## config.mk

```make
export PLATFORM = sky130hd
export DESIGN_NAME = imem_loader
export DESIGN_NICKNAME = d
export VERILOG_FILES = /design/src/rtl/imem_loader_pkg.sv /design/src/rtl/imem_loader_byte_pair_packer.sv /design/src/rtl/imem_loader.sv
export SDC_FILE = /design/constraint.sdc
export NUM_CORES = 1
export LEC_CHECK = 0
export ABC_CLOCK_PERIOD_IN_PS = 2120
export BUFFER_PORTS_ARGS = -buffer_cell sky130_fd_sc_hd__buf_2
export CORE_ASPECT_RATIO = 2
export CORE_MARGIN = 1
export CORE_UTILIZATION = 40
export CTS_CLUSTER_SIZE = 20
export DETAILED_ROUTE_END_ITERATION = 8
export MAX_ROUTING_LAYER = met4
export PLACE_DENSITY_LB_ADDON = 0.2
export RECOVER_POWER = 25
export SYNTH_ARGS = -nofsm -noshare
export SYNTH_HDL_FRONTEND = slang
export SYNTH_SLANG_ARGS = --single-unit
export TNS_END_PERCENT = 50
```

## constraint.sdc

```tcl
create_clock -name clk -period 2.12 [get_ports clk]
set_input_delay 0.212 -clock clk [delete_from_list [all_inputs] [get_ports clk]]
set_output_delay 0.212 -clock clk [all_outputs]
set_load 0.02 [all_outputs]
```

## src/rtl/imem_loader_pkg.sv

```systemverilog
// Shared encodings and constants for the instruction-memory boot loader.
package imem_loader_pkg;

    // Frame layout: a two-byte big-endian word count precedes the data.
    localparam int HDR_BYTES = 2;
    // Running XOR over the data bytes is one byte wide.
    localparam int CSUM_W    = 8;

    localparam logic [2:0] ST_HDR_HI  = 3'd0;
    localparam logic [2:0] ST_HDR_LO  = 3'd1;
    localparam logic [2:0] ST_DATA_HI = 3'd2;
    localparam logic [2:0] ST_DATA_LO = 3'd3;
    localparam logic [2:0] ST_CHECK   = 3'd4;
    localparam logic [2:0] ST_RUN     = 3'd5;
    localparam logic [2:0] ST_ERR     = 3'd6;

    typedef enum logic [2:0] {
        S_HDR_HI  = ST_HDR_HI,
        S_HDR_LO  = ST_HDR_LO,
        S_DATA_HI = ST_DATA_HI,
        S_DATA_LO = ST_DATA_LO,
        S_CHECK   = ST_CHECK,
        S_RUN     = ST_RUN,
        S_ERR     = ST_ERR
    } state_t;

    // The loader takes bytes everywhere except the two terminal states.
    function automatic logic accepts_bytes(input state_t s);
        return (s != S_RUN) && (s != S_ERR);
    endfunction

endpackage

```

## src/rtl/imem_loader_byte_pair_packer.sv

```systemverilog
// Latches the high byte of a word, then emits the assembled 16-bit word
// with a one-cycle valid pulse the cycle after the low byte arrives.
module byte_pair_packer (
    input  logic        clk,
    input  logic        rst,
    input  logic        clear,
    input  logic        hi_load,
    input  logic        lo_load,
    input  logic [7:0]  byte_in,
    output logic [15:0] word,
    output logic        word_vld
);

    logic [7:0]  hi_q,   hi_d;
    logic [15:0] word_q, word_d;
    logic        vld_q,  vld_d;

    // Next-value logic: the word register holds its last value between writes.
    always_comb begin
        hi_d   = hi_q;
        word_d = word_q;
        vld_d  = 1'b0;
        if (clear) begin
            hi_d = 8'h00;
        end else if (hi_load) begin
            hi_d = byte_in;
        end else if (lo_load) begin
            word_d = {hi_q, byte_in};
            vld_d  = 1'b1;
        end
    end

    // Registers with async active-low reset.
    always_ff @(posedge clk or negedge rst) begin
        if (!rst) begin
            hi_q   <= 8'h00;
            word_q <= 16'h0000;
            vld_q  <= 1'b0;
        end else begin
            hi_q   <= hi_d;
            word_q <= word_d;
            vld_q  <= vld_d;
        end
    end

    assign word     = word_q;
    assign word_vld = vld_q;

endmodule

```

## src/rtl/imem_loader.sv

```systemverilog
// Boot-time instruction-memory writer: parses a counted, checksummed byte
// frame, writes the words into imem and holds the core in reset until the
// checksum matches.
module imem_loader
    import imem_loader_pkg::*;
#(
    parameter int ADDR_W = 8,
    parameter int DATA_W = 16
) (
    input  logic              clk,
    input  logic              rst,
    input  logic              rx_valid,
    input  logic [7:0]        rx_data,
    output logic              rx_ready,
    input  logic              restart,
    output logic              imem_we,
    output logic [ADDR_W-1:0] imem_addr,
    output logic [DATA_W-1:0] imem_wdata,
    output logic              core_rst,
    output logic              load_done,
    output logic              load_err,
    output logic [ADDR_W:0]   words_loaded
);

    // Largest legal word count (memory depth), widened so 2^ADDR_W fits.
    localparam logic [16:0] MAX_WORDS = 17'(1) << ADDR_W;

    state_t              state_q, state_d;
    logic [15:0]         n_q, n_d;
    logic [CSUM_W-1:0]   csum_q, csum_d;
    logic [ADDR_W:0]     words_q, words_d;
    logic [ADDR_W-1:0]   addr_q, addr_d;
    logic                core_rst_q, core_rst_d;
    logic                done_q, done_d;
    logic                err_q, err_d;

    logic                xfer;
    logic                hi_load, lo_load;
    logic [15:0]         n_full;
    logic [15:0]         pk_word;
    logic                pk_vld;

    // Ready is a pure state decode, gated low while reset is held.
    assign rx_ready = rst & accepts_bytes(state_q);
    // restart wins over a same-cycle byte, which is simply dropped.
    assign xfer     = rx_valid & rx_ready & ~restart;

    // Frame parser next-state, counters and registered status outputs.
    always_comb begin
        state_d = state_q;
        n_d     = n_q;
        csum_d  = csum_q;
        words_d = words_q;
        addr_d  = addr_q;
        hi_load = 1'b0;
        lo_load = 1'b0;
        n_full  = {n_q[15:8], rx_data};
        if (restart) begin
            state_d = S_HDR_HI;
            n_d     = 16'h0000;
            csum_d  = '0;
            words_d = '0;
        end else if (xfer) begin
            case (state_q)
                S_HDR_HI: begin
                    n_d[15:8] = rx_data;
                    state_d   = S_HDR_LO;
                end
                S_HDR_LO: begin
                    n_d[7:0] = rx_data;
                    if ({1'b0, n_full} > MAX_WORDS) state_d = S_ERR;
                    else if (n_full == 16'h0000)    state_d = S_CHECK;
                    else                            state_d = S_DATA_HI;
                end
                S_DATA_HI: begin
                    hi_load = 1'b1;
                    csum_d  = csum_q ^ rx_data;
                    state_d = S_DATA_LO;
                end
                S_DATA_LO: begin
                    // Address is the pre-increment count; the write lands next cycle.
                    lo_load = 1'b1;
                    addr_d  = words_q[ADDR_W-1:0];
                    words_d = words_q + 1'b1;
                    csum_d  = csum_q ^ rx_data;
                    if (32'(words_q) + 32'd1 == 32'(n_q)) state_d = S_CHECK;
                    else                                  state_d = S_DATA_HI;
                end
                S_CHECK: begin
                    state_d = (rx_data == csum_q) ? S_RUN : S_ERR;
                end
                default: state_d = state_q;
            endcase
        end
        core_rst_d = (state_d != S_RUN);
        done_d     = (state_d == S_RUN);
        err_d      = (state_d == S_ERR);
    end

    // Single FSM register bank with async active-low reset.
    always_ff @(posedge clk or negedge rst) begin
        if (!rst) begin
            state_q    <= S_HDR_HI;
            n_q        <= 16'h0000;
            csum_q     <= '0;
            words_q    <= '0;
            addr_q     <= '0;
            core_rst_q <= 1'b1;
            done_q     <= 1'b0;
            err_q      <= 1'b0;
        end else begin
            state_q    <= state_d;
            n_q        <= n_d;
            csum_q     <= csum_d;
            words_q    <= words_d;
            addr_q     <= addr_d;
            core_rst_q <= core_rst_d;
            done_q     <= done_d;
            err_q      <= err_d;
        end
    end

    byte_pair_packer u_packer (
        .clk      (clk),
        .rst      (rst),
        .clear    (restart),
        .hi_load  (hi_load),
        .lo_load  (lo_load),
        .byte_in  (rx_data),
        .word     (pk_word),
        .word_vld (pk_vld)
    );

    assign imem_we      = pk_vld;
    assign imem_addr    = addr_q;
    assign imem_wdata   = DATA_W'(pk_word);
    assign core_rst     = core_rst_q;
    assign load_done    = done_q;
    assign load_err     = err_q;
    assign words_loaded = words_q;

endmodule

```

==> impl_metrics.json <==
{
  "grt_pass1_vias": 2677,
  "reg2reg_depth": 5,
  "crit_required_ps": 2380,
  "clk_latency_ps": 330,
  "tns_ps": 0,
  "worst_setup_path_start_kind": "register",
  "drt-initial-drc-count": 94,
  "synthToLayoutAreaGrowth_pct": 19.6,
  "cp.arrival_ps": 2240,
  "drive_above_1_share_pct": 23.2,
  "switching_share_pct": 22.5,
  "seq_power_share_pct": 45.7,
  "status": "finished, final reports clean",
  "antenna_cells": 0,
  "h-tree-depth": 3,
  "grt_max_degree": 53,
  "rsz0062_at_grt": "no",
  "core_um2": 8350,
  "gr-max-usage-layer": "met2",
  "clkTransAtPathRegs_ps": 60,
  "finalCriticalPeriod_ps": 1980,
  "critPathLaunch": "n_q[10]",
  "tightestPinTransition_ps": 1270,
  "crit_type": "register to register",
  "use_met1_pct": 22.1,
  "post_cts_resized": 0,
  "synth_cells": 323,
  "p_int_mw": 2.38,
  "async_reset_ff_share_pct": 100,
  "yosysUniqueCellTypes": 50,
  "overflow": 0,
  "r2r_start": "n_q[10]",
  "reg2reg_to": "load_done",
  "maxSlewViolCount": 0,
  "synth.yosys.seq_area_share_pct": 52.2,
  "hp-class": "primary input to register",
  "detail_route.wl_per_cell_um": 16.9,
  "nets": 393,
  "synth_seq_cells": 72,
  "cp-end-kind": "register",
  "die-height_um": 133,
  "hold_violations": 0,
  "max_slew_margin_pct": 15.3,
  "drt_first_pass_iters": 4,
  "use_met2_pct": 35.3,
  "via_count": 2591,
  "fmax_mhz": 506,
  "p_sw_mw": 0.693,
  "syn_nets": 336,
  "globalplace.congestion": 0.838,
  "hold_buffers": 1,
  "p_total_mw": 3.08,
  "vias_per_cell": 5.38,
  "antenna_found_initial": 0,
  "maxCapViolations": 0,
  "p_per_area_nw_per_um2": 745,
  "clkSinkCount": 72,
  "avgSynthCellArea_um2": 10.7,
  "cts_buffers": 9,
  "instances_no_fill": 482,
  "power_leakage_nw": 1.90,
  "num_rows": 47,
  "clock_skew_ps": 7.72,
  "crit_path_end": "load_done",
  "post_cts_buffers": 0,
  "synth_warnings": 0,
  "track_usage_pct": 20.9,
  "clockBufferDepth": 2,
  "io_buffers": 49,
  "path_max_fanout": 4,
  "routed_wirelength_um": 8130,
  "drc": 0,
  "combPwrFrac_pct": 6.0,
  "hpwl_um": 5840,
  "setup_viol": 0,
  "clockPowerShare_pct": 48.3,
  "die_width_um": 67.7,
  "cts_tree": "built",
  "place_inst": 466,
  "fin_crit_sh_pct": 93.2,
  "die_area_um2": 9030,
  "timing.reg2reg.setup_slack_ps": 140,
  "synth_ff_type": "dfrtp_1",
  "start_util_pct": 41.4,
  "antenna_left": 0,
  "root_buffer": "clkbuf_16",
  "peakVddDrop_mv": 0.478,
  "synth-edff-count": 0,
  "gr-usage-met3_pct": 4.62,
  "syn_area_um2": 3450,
  "grt_first_pass_wirelength_um": 13300,
  "io_pins": 50
}
power groups by stage:
stage	Clock, mW	Sequential [mW]	Combinational [mW]
CTS	1.52	1.40	0.192
global route	1.57	1.41	0.209
detailed placement	0	1.43	0.190
finish	1.49	1.41	0.186
global placement	0	1.43	0.187
floorplan	0	1.43	0.0950
area by class of cell:
| type | instances | area [um^2] |
|---|---|---|
| Multi-Input combinational cell | 229 | 1560 |
| Timing Repair Buffer | 66 | 345 |
| Clock buffer | 12 | 246 |
| Inverter | 2 | 7.51 |
| Fill cell | 801 | 4220 |
| Tap cell | 98 | 123 |
| Clock inverter | 3 | 42.5 |
| Sequential cell | 72 | 1800 |
logic make-up (layout without fill, tap and decap cells):
| group | after synthesis | in the layout | synth area share (%) |
|---|---|---|---|
| AO/OA/AOI/OAI | 49 | 49 | 9.13 |
| XOR/XNOR | 33 | 33 | 8.37 |
| adder cells (fa/ha/maj) | 1 | 1 | 0.362 |
| buffers and inverters | 22 | 83 | 2.64 |
| flip-flops | 72 | 72 | 52.2 |
| multiplexers | 32 | 32 | 10.1 |
| AND/OR/NAND/NOR | 114 | 114 | 17.2 |
routing by layer:
layer / up-vias / wire (um)
met5: - / 0
met4: 0 / 248
met3: 18 / 186
met2: 49 / 4540
met1: 1288 / 3150
li1: 1236 / -
sequential cells by signal, summed over array words and instances, names as in the netlist:
signal             cells
csum_q                 8
u_packer.word_vld      1
core_rst               1
u_packer.word         16
state_q                3
load_done              1
n_q                   16
words_loaded           9
load_err               1
u_packer.hi_q          8
imem_addr              8
cells in the mapped netlist (2+ instances only):
| cell | count | area share, % |
|---|---|---|
| dfrtp_1 | 71 | 51 |
| nand2_1 | 33 | 3.6 |
| o21ai_0 | 14 | 2.0 |
| nor2_1 | 26 | 2.8 |
| or3_1 | 2 | 0.36 |
| nand2b_1 | 5 | 0.91 |
| nand4b_1 | 3 | 0.76 |
| mux2_2 | 24 | 7.8 |
| clkbuf_1 | 15 | 1.6 |
| nand3_1 | 15 | 2.2 |
| xnor2_1 | 8 | 2.0 |
| and2_1 | 3 | 0.54 |
| buf_2 | 4 | 0.58 |
| nor4_1 | 6 | 1.1 |
| mux2i_1 | 8 | 2.3 |
| nor3_1 | 4 | 0.58 |
| xor2_1 | 25 | 6.3 |
| inv_1 | 2 | 0.22 |
| a21oi_1 | 22 | 3.2 |
| nor3b_1 | 2 | 0.43 |
| nand4_1 | 2 | 0.36 |
stage by stage:
stage | hold slack (ps) | setup WS, ps | instance area [um^2] | utilization, %
after floorplan | -83.6 | 193 | 3450 | -
after global placement | 243 | 197 | 3860 | 46.3
after detailed placement | 246 | 153 | 3860 | 46.3
after CTS | 184 | 160 | 4160 | 49.9
after global routing | 208 | 6.12 | 4130 | 49.5
final | 190 | 143 | 4130 | 49.5
worst min path at each step:
stage	from	cells after the start	to	slack (ps)
floorplan	rst	0	csum_q[0]	-80
global placement	rst	2	u_packer.hi_q[5]	240
detailed placement	rst	2	u_packer.hi_q[5]	250
CTS	rx_data[0]	3	n_q[0]	180
global route	rx_data[7]	3	n_q[15]	210
finish	rx_data[4]	3	n_q[4]	190
cell usage in the layout, fill, tap and decap left out, types with 3 or more instances in the layout:
master,count
nand2b_1,5
dfrtp_1,71
buf_2,24
xor2_1,25
nor3_1,4
buf_4,16
nor4_1,6
mux2i_1,8
and2_1,3
nand3_1,15
a21oi_1,22
clkbuf_1,26
o21ai_0,14
mux2_2,24
nand2_1,33
xnor2_1,8
clkbuf_16,9
nand4b_1,3
nor2_1,25
worst max-delay path, stage by stage, from the launching register on:
cell	delay, ps
dfrtp_1	370
or4_1	570
nor4_2	220
nand4_1	160
a221oi_2	380
and3_1	200
No activity file was read; power rests on OpenSTA's default activity.
